## config.mk

```make
export PLATFORM = sky130hd
export DESIGN_NAME = mux8_rr_sched
export DESIGN_NICKNAME = d
export VERILOG_FILES = /design/src/rtl/mux8_rr_sched.sv
export SDC_FILE = /design/constraint.sdc
export NUM_CORES = 1
export LEC_CHECK = 0
export ABC_AREA = 1
export CAP_MARGIN = 10
export CORE_ASPECT_RATIO = 1.4
export CORE_UTILIZATION = 49
export DETAILED_ROUTE_END_ITERATION = 8
export HOLD_SLACK_MARGIN = 0.03
export PLACE_DENSITY = 0.76
export RECOVER_POWER = 50
export SLEW_MARGIN = 0
export SYNTH_ARGS = -nofsm -noshare
export SYNTH_HDL_FRONTEND = slang
export SYNTH_SLANG_ARGS = --single-unit
```

## constraint.sdc

```tcl
create_clock -name clk -period 2.4 [get_ports clk]
set_input_delay 0.36 -clock clk [delete_from_list [all_inputs] [get_ports clk]]
set_output_delay 0.36 -clock clk [all_outputs]
set_load 0.01 [all_outputs]
```

## src/rtl/mux8_rr_sched.sv

```systemverilog
// mux8_rr_sched: round-robin scheduler driving the select of a shared 8:1 mux.
// One grant at a time. A grant ends when the owner drops its request, or when
// it has held the mux for BURST cycles while another requester is waiting.
// Every grant is followed by one idle cycle before the next grant.
module mux8_rr_sched #(
  parameter int unsigned BURST = 4  // legal range 1..15
) (
  input  logic       clk,
  input  logic       rst_n,
  input  logic [7:0] req,
  output logic [7:0] gnt,
  output logic [2:0] Sel,
  output logic       Sel_valid,
  output logic       busy
);

  typedef enum logic {
    IDLE  = 1'b0,
    GRANT = 1'b1
  } state_t;

  localparam logic [3:0] CNT_MAX = 4'(BURST - 1);

  state_t     state_q, state_d;
  logic [2:0] ptr_q, ptr_d;
  logic [2:0] owner_q, owner_d;
  logic [3:0] cnt_q, cnt_d;
  logic [7:0] gnt_q, gnt_d;
  logic [2:0] sel_q, sel_d;

  logic [15:0] req_dbl;
  logic [7:0]  req_rot;
  logic [2:0]  first_off;
  logic [2:0]  pick_idx;
  logic        contended;
  logic        owner_req;

  // Rotate the request vector so bit 0 is the search start, then take the
  // lowest set bit; adding ptr back wraps modulo 8 through the 3-bit sum.
  always_comb begin
    req_dbl   = {req, req};
    req_rot   = req_dbl[ptr_q +: 8];
    first_off = 3'd0;
    for (int off = 7; off >= 0; off--) begin
      if (req_rot[off]) begin
        first_off = 3'(off);
      end
    end
    pick_idx = ptr_q + first_off;
  end

  // Grant-ending conditions: the owner's own request and any other waiter.
  always_comb begin
    owner_req = req[owner_q];
    contended = |(req & ~gnt_q);
  end

  // Next-state logic for the IDLE/GRANT machine and its datapath registers.
  always_comb begin
    state_d = state_q;
    ptr_d   = ptr_q;
    owner_d = owner_q;
    cnt_d   = cnt_q;
    gnt_d   = gnt_q;
    sel_d   = sel_q;
    unique case (state_q)
      IDLE: begin
        if (req != 8'd0) begin
          owner_d = pick_idx;
          sel_d   = pick_idx;
          gnt_d   = 8'd1 << pick_idx;
          cnt_d   = 4'd0;
          state_d = GRANT;
        end
      end
      GRANT: begin
        if (!owner_req || ((cnt_q == CNT_MAX) && contended)) begin
          // Release or preemption both hand the search start to the
          // requester just after the outgoing owner.
          state_d = IDLE;
          gnt_d   = 8'd0;
          ptr_d   = owner_q + 3'd1;
        end else if (cnt_q != CNT_MAX) begin
          cnt_d = cnt_q + 4'd1;
        end
      end
      default: begin
        state_d = IDLE;
        gnt_d   = 8'd0;
      end
    endcase
  end

  // State and datapath registers; reset clears the grant immediately.
  always_ff @(posedge clk or negedge rst_n) begin
    if (!rst_n) begin
      state_q <= IDLE;
      ptr_q   <= 3'd0;
      owner_q <= 3'd0;
      cnt_q   <= 4'd0;
      gnt_q   <= 8'd0;
      sel_q   <= 3'd0;
    end else begin
      state_q <= state_d;
      ptr_q   <= ptr_d;
      owner_q <= owner_d;
      cnt_q   <= cnt_d;
      gnt_q   <= gnt_d;
      sel_q   <= sel_d;
    end
  end

  assign gnt       = gnt_q;
  assign Sel       = sel_q;
  assign Sel_valid = (state_q == GRANT);
  assign busy      = (state_q == GRANT);

endmodule
```

==> impl_metrics.csv, run 1 <==
group,metric,value,unit
finish,layout-drive-gt1-share,0.312,
worst_setup_path,path_max_fanout,8,
placed_design,place_inst,305,
yosys,ys_ff_latch,19,
routing,drtPass1Iterations,6,
yosys,synth.area.top_cells,"dfrtp_1 30%, nand2_1 17%, nand3_1 8.9%",
clocking,cts_tree,"done",
floorplanning,row_count,24,
routing,vias,1666,
floorplanning,fp.coreArea,3090,um^2
clocking,clock_latency,250,ps
global_route,grt_pass1_vias,1632,
worst_setup_path,worstSetupStartpointType,"register",
yosys,synth_nets,242,
worst_setup_path,crit_required,2540,ps
placed_design,numPortBuffers,22,
yosys,synth_largest_area_cell,"dfrtp_1",
finish,design_area,2190,um^2
global_route,antenna_found_initial,0,
routing,ant_nets,0,
clocking,clockBufferDepth,2,
worst_setup_path,arrival,2780,ps
floorplanning,initial_core_util,0.512,
finish,utilization,0.708,
floorplanning,die_y,69.2,um
clocking,cts-htree-levels,1,
worst_setup_path,setup.worst_path.end_class,"register",
yosys,syn_avg_cell_area,6.94,um^2
global_route,grt_usage,0.265,
sta,finalWorstSetupSlack,-234,ps
global_route,grt-ovfl-total,0,
clocking,cts.sink_count,19,
routing,wl,4.30,mm
global_route,grt_pass1_wl,7.19,mm
sta,finalSetupViolations,10,
outcome,outcome,"finished, violations left",
power_and_ir_drop,leakage,1.11,nW
sta,min_period_over_period,1.10,
clocking,clk_pin_slew,70,ps
clocking,root_buffer,"clkbuf_8",
finish,area_delta_synth_final,38.4,%
placed_design,place_congestion,0.869,
power_and_ir_drop,irDropWorstVdd,973,uV
routing,viasPerCell,5.29,
finish,nets,291,
yosys,synthCells,228,
sta,fin_skew,1.75,ps
sta,slew_violations,0,
sta,timing.fmax,380,MHz
sta,rsz0062_at_grt,"true",
finish,antennaDiodeCount,0,
power_and_ir_drop,total_power,3.47,mW
outcome,violations,"negative setup slack",
yosys,synth_cell_types,33,
power_and_ir_drop,power_density,1580,nW/um^2
floorplanning,io_pins,23,
run,cap_viol_max_count,0,
floorplanning,dieArea,3460,um^2
yosys,yosys_warnings,0,
sta,min_period,2630,ps
routing,drc_errors,0,
routing,initialDrtViolationCount,53,
yosys,synth_top_area_frac,0.300,
worst_hold_path,hold_class,"reg -> reg",
yosys,synth_edf_count,0,
yosys,yosysSeqAreaShare,0.300,
finish,mostFrequentLayoutCell,"nand2_1",
sta,relSlewSlack,0.317,
floorplanning,die_x,50.0,um
worst_setup_path,worstSetupPathType,"reg -> reg",
finish,final_cell_count_no_fill,315,
sta,tightest_slew,1020,ps
clocking,cts_buffers,3,
sta,hold_violations,0,
yosys,synth.cell_area,1580,um^2
finish,final_cell_mix,"64 x nand2_1, 24 x buf_4, 22 x inv_1, 18 x dfrtp_1",
finish,nFillCells,263,
placed_design,placed_area,1980,um^2
global_route,grt_start_max_net_pins,20,
yosys,ys_async_sr_fraction,1.00,
placed_design,dp_hpwl,2.91,mm
sta,hold_ws,515,ps
routing,wire_per_inst,13.7,um
yosys,synth_flop_cell,"dfrtp_1",
-- final timing paths --
kind / from / endpoint / slack [ps] / cells past startpoint
worst max-delay path: ptr_q[0] / gnt[7] / -230 / 19
worst min-delay path: cnt_q[0] / cnt_q[0] / 520 / 1
worst max register to register: ptr_q[0] / gnt[7] / -230 / 19
worst min register to register: cnt_q[0] / cnt_q[0] / 520 / 1
max in group asynchronous: rst_n / ptr_q[0] / 920 / 2
min in group asynchronous: rst_n / gnt[7] / 790 / 2
-- cell usage after synthesis, types with 3 or more instances --
| cell | number |
|---|---|
| nand2_1 | 71 |
| nand3_1 | 28 |
| inv_1 | 23 |
| dfrtp_1 | 19 |
| nand2_2 | 15 |
| nor2_1 | 11 |
| o21ai_0 | 8 |
| a21oi_1 | 5 |
| nand3_2 | 5 |
| nand4_1 | 5 |
| nor3_1 | 4 |
| o22ai_1 | 4 |
| ha_1 | 3 |
| o211ai_1 | 3 |
-- flip-flops by register name, summed over array words and instances (netlist names) --
name,count
gnt,8
Sel,3
cnt_q,4
Sel_valid,1
ptr_q,3
-- power breakdown --
part | total, mW | internal (mW) | switching (mW)
Combinational | 2.65 | 1.14 | 1.51
Clock | 0.218 | 0.118 | 0.100
Sequential | 0.599 | 0.446 | 0.153
-- cell families after synthesis --
logic type,count (synthesis),synth area share
AOI/OAI and AO/OA,25,0.102
buffers and inverters,33,0.107
adders and majority gates,4,0.0364
xor gates and xnor gates,3,0.0166
and+or+nand+nor,144,0.438
DFF,19,0.300
-- critical path, stage by stage, from the launching register on --
cell	delay [ps]
dfrtp_2	370
buf_6	150
clkinv_8	100
nand2_2	110
nand3_4	90
nand2_2	80
nand2_1	50
nand2_1	60
nand2_1	60
a21oi_2	110
o21bai_1	70
a21oi_1	130
ha_2	180
inv_1	40
fa_2	570
inv_2	60
nand2_2	80
inv_1	50
nand4_1	100
nand2_1	50
-- layer usage --
layer  vias to the layer above  routed length (um)  global-route usage
met1                       774                1750               0.317
met4                         0                 117              0.0984
met2                        44                2290               0.476
met3                        10                 143              0.0219
li1                        838                   -                   -
met5                         -                   0                   0
-- through the flow --
stage	TNS, ps	setup WS [ps]
floorplan	0	13.1
global placement	-4490	-477
detailed placement	-4970	-527
CTS	-1290	-163
global route	-3900	-413
finish	-2050	-234
-- final cells by class --
type | count | area [um^2] | area share
tap | 39 | 48.8 | 0.0223
sequential | 19 | 477 | 0.218
timing repair buffer | 49 | 417 | 0.190
inverter | 28 | 134 | 0.0611
multi-input combinational | 176 | 1070 | 0.488
clock buffer | 4 | 45.0 | 0.0206
-- repair_timing --
action / CTS / global route
gates resized for setup: 39 / 6
setup endpoints to repair: 10 / 10
hold buffers: 0 / 0
pin swaps: 2 / 0
buffers inserted: 6 / 0
Note: power is estimated with default switching activity, not from simulation.
==> run 2, diff against run 1 <==
CORE_UTILIZATION = 50   (was 49)
CTS_CLUSTER_DIAMETER = 120   (was unset)
PLACE_DENSITY = 0.85   (was 0.76)
clock period = 3.12 ns   (was 2.4 ns; I/O delays follow)
==> impl_metrics.csv, run 2 (same netlist as run 1, synthesis figures left out) <==
group,metric,value,unit
power_and_ir_drop,irDropWorstVdd,893,uV
routing,wire_per_inst,12.3,um
worst_hold_path,hold_class,"reg -> reg",
sta,hold_violations,0,
global_route,grt_start_max_net_pins,20,
worst_setup_path,worstSetupStartpointType,"input pin",
floorplanning,dieArea,3400,um^2
worst_setup_path,cp-startpoint,"req[0]",
global_route,grt-ovfl-total,0,
finish,antennaDiodeCount,0,
worst_setup_path,arrival,3040,ps
finish,design_area,1880,um^2
sta,timing.fmax,347,MHz
routing,vias,1540,
worst_setup_path,worstSetupPathType,"in -> reg",
global_route,met1_usage,0.272,
finish,layout-drive-gt1-share,0.159,
routing,drtPass1Iterations,4,
sta,fin_skew,1.69,ps
finish,area_delta_synth_final,19.0,%
finish,nets,267,
worst_setup_path,r2r_start,"ptr_q[0]",
finish,seqCellArea,475,um^2
sta,tightest_slew,828,ps
routing,drc_errors,0,
clocking,clockBufferDepth,2,
finish,utilization,0.642,
global_route,grt.busiest_layer,"met2",
global_route,antenna_found_initial,0,
sta,min_period_over_period,0.924,
sta,min_period,2880,ps
placed_design,numPortBuffers,22,
outcome,outcome,"completed",
floorplanning,io_pins,23,
routing,ant_nets,0,
sta,finalSetupViolations,0,
placed_design,placed_area,1830,um^2
floorplanning,die_y,68.6,um
placed_design,place_congestion,0.927,
floorplanning,row_count,23,
finish,mostFrequentLayoutCell,"nand2_1",
placed_design,dp_hpwl,2.71,mm
floorplanning,fp.coreArea,2940,um^2
worst_setup_path,path_max_fanout,5,
power_and_ir_drop,leakage,0.955,nW
clocking,cts_hold_buf,0,
run,cap_viol_max_count,0,
sta,slew_violations,0,
global_route,grt_pass1_wl,5.91,mm
floorplanning,die_x,49.6,um
floorplanning,initial_core_util,0.539,
routing,wl,3.55,mm
clocking,clk_pin_slew,70,ps
global_route,grt_pass1_vias,1393,
worst_setup_path,setup.worst_path.end_class,"register",
clocking,cts_buffers,3,
finish,multiInputGateArea,946,um^2
global_route,grt_usage,0.226,
global_route,grt_use_met3,0.0219,
finish,final_cell_mix,"71 x nand2_1, 28 x nand3_1, 23 x inv_1, 19 x dfrtp_1",
clocking,clock_latency,260,ps
clocking,root_buffer,"clkbuf_8",
global_route,met2_usage,0.412,
worst_hold_path,hp-start,"cnt_q[0]",
sta,relSlewSlack,0.446,
clocking,cts.sink_count,19,
finish,nFillCells,256,
clocking,cts_tree,"done",
sta,fin_tns_setup,0,ps
power_and_ir_drop,power_density,1190,nW/um^2
worst_setup_path,crit_required,3270,ps
finish,largest_register_ffs,8,
routing,viasPerCell,5.33,
clocking,cts-htree-levels,1,
routing,initialDrtViolationCount,43,
[run 2: cell count changes in the layout (fill, tap and decap cells not counted), moves of 2 or more]
cell             change
buf_4               -21
buf_6                -2
clkbuf_1             -2
clkdlybuf4s50_1      +3
dlygate4sd2_1        -8
dlygate4sd3_1        +5
nand2_1              +7
nand2_2              -2
nand2_4              -5
nand3_1             +11
nand3_2              -9
nand3_4              -2
[run 2: cell type report]
type	count	area share
flip-flops and latches	19	0.252
clock buffers	3	0.0219
inverters	28	0.0671
repair buffers	25	0.129
well taps	37	0.0246
clock inverters	1	0.00266
multi-input cells	176	0.502
[run 2: per-layer routing]
layer  routed length [um]  part of all wire
met1                 1570              0.44
met2                 1770              0.50
met3                  140             0.039
met4                   61             0.017
met5                    0                 0
[run 2: metrics by stage]
| step | setup WS, ps | hold slack (ps) | power (mW) | cells |
|---|---|---|---|---|
| floorplan | 674 | 172 | 1.67 | 228 |
| global placement | 7.30 | 499 | 2.00 | 285 |
| detailed placement | -64.3 | 495 | 2.03 | 285 |
| CTS | 196 | 520 | 2.22 | 289 |
| global route | -30.9 | 529 | 2.45 | 289 |
| finish | 238 | 514 | 2.23 | 289 |
[run 2: path summary, 6_finish.rpt]
| kind | endpoint | slack, ps | cells after the start |
|---|---|---|---|
| setup reg to reg | gnt[3] | 340 | 19 |
| setup / recovery | gnt[3] | 240 | 18 |
| max in group asynchronous | ptr_q[1] | 1860 | 1 |
| hold / removal | cnt_q[0] | 510 | 1 |
| min in group asynchronous | gnt[4] | 750 | 1 |
| hold reg to reg | cnt_q[0] | 510 | 1 |
[run 2: what timing repair did]
item / 4_1_cts / 5_1_grt
buffers inserted: 0 / 0
setup endpoints to repair: 0 / 6
gates resized for setup: 0 / 1
[run 2: critical path, cell delays in order]
cell	delay [ps]
clkdlybuf4s50_1	570
nand2_1	100
nand3_1	130
nand3_1	90
nand2_1	120
inv_1	50
a21oi_1	130
o21bai_1	70
a21oi_1	140
ha_1	160
inv_1	50
fa_1	400
xnor2_2	180
inv_1	90
nand2_4	100
nand2_4	70
nand2_1	60
nand2_1	50
[run 2: where the power goes]
part           internal (mW)  switching (mW)  total [mW]
clock                 0.0889          0.0836       0.173
sequential             0.341           0.147       0.488
combinational          0.628           0.945        1.57
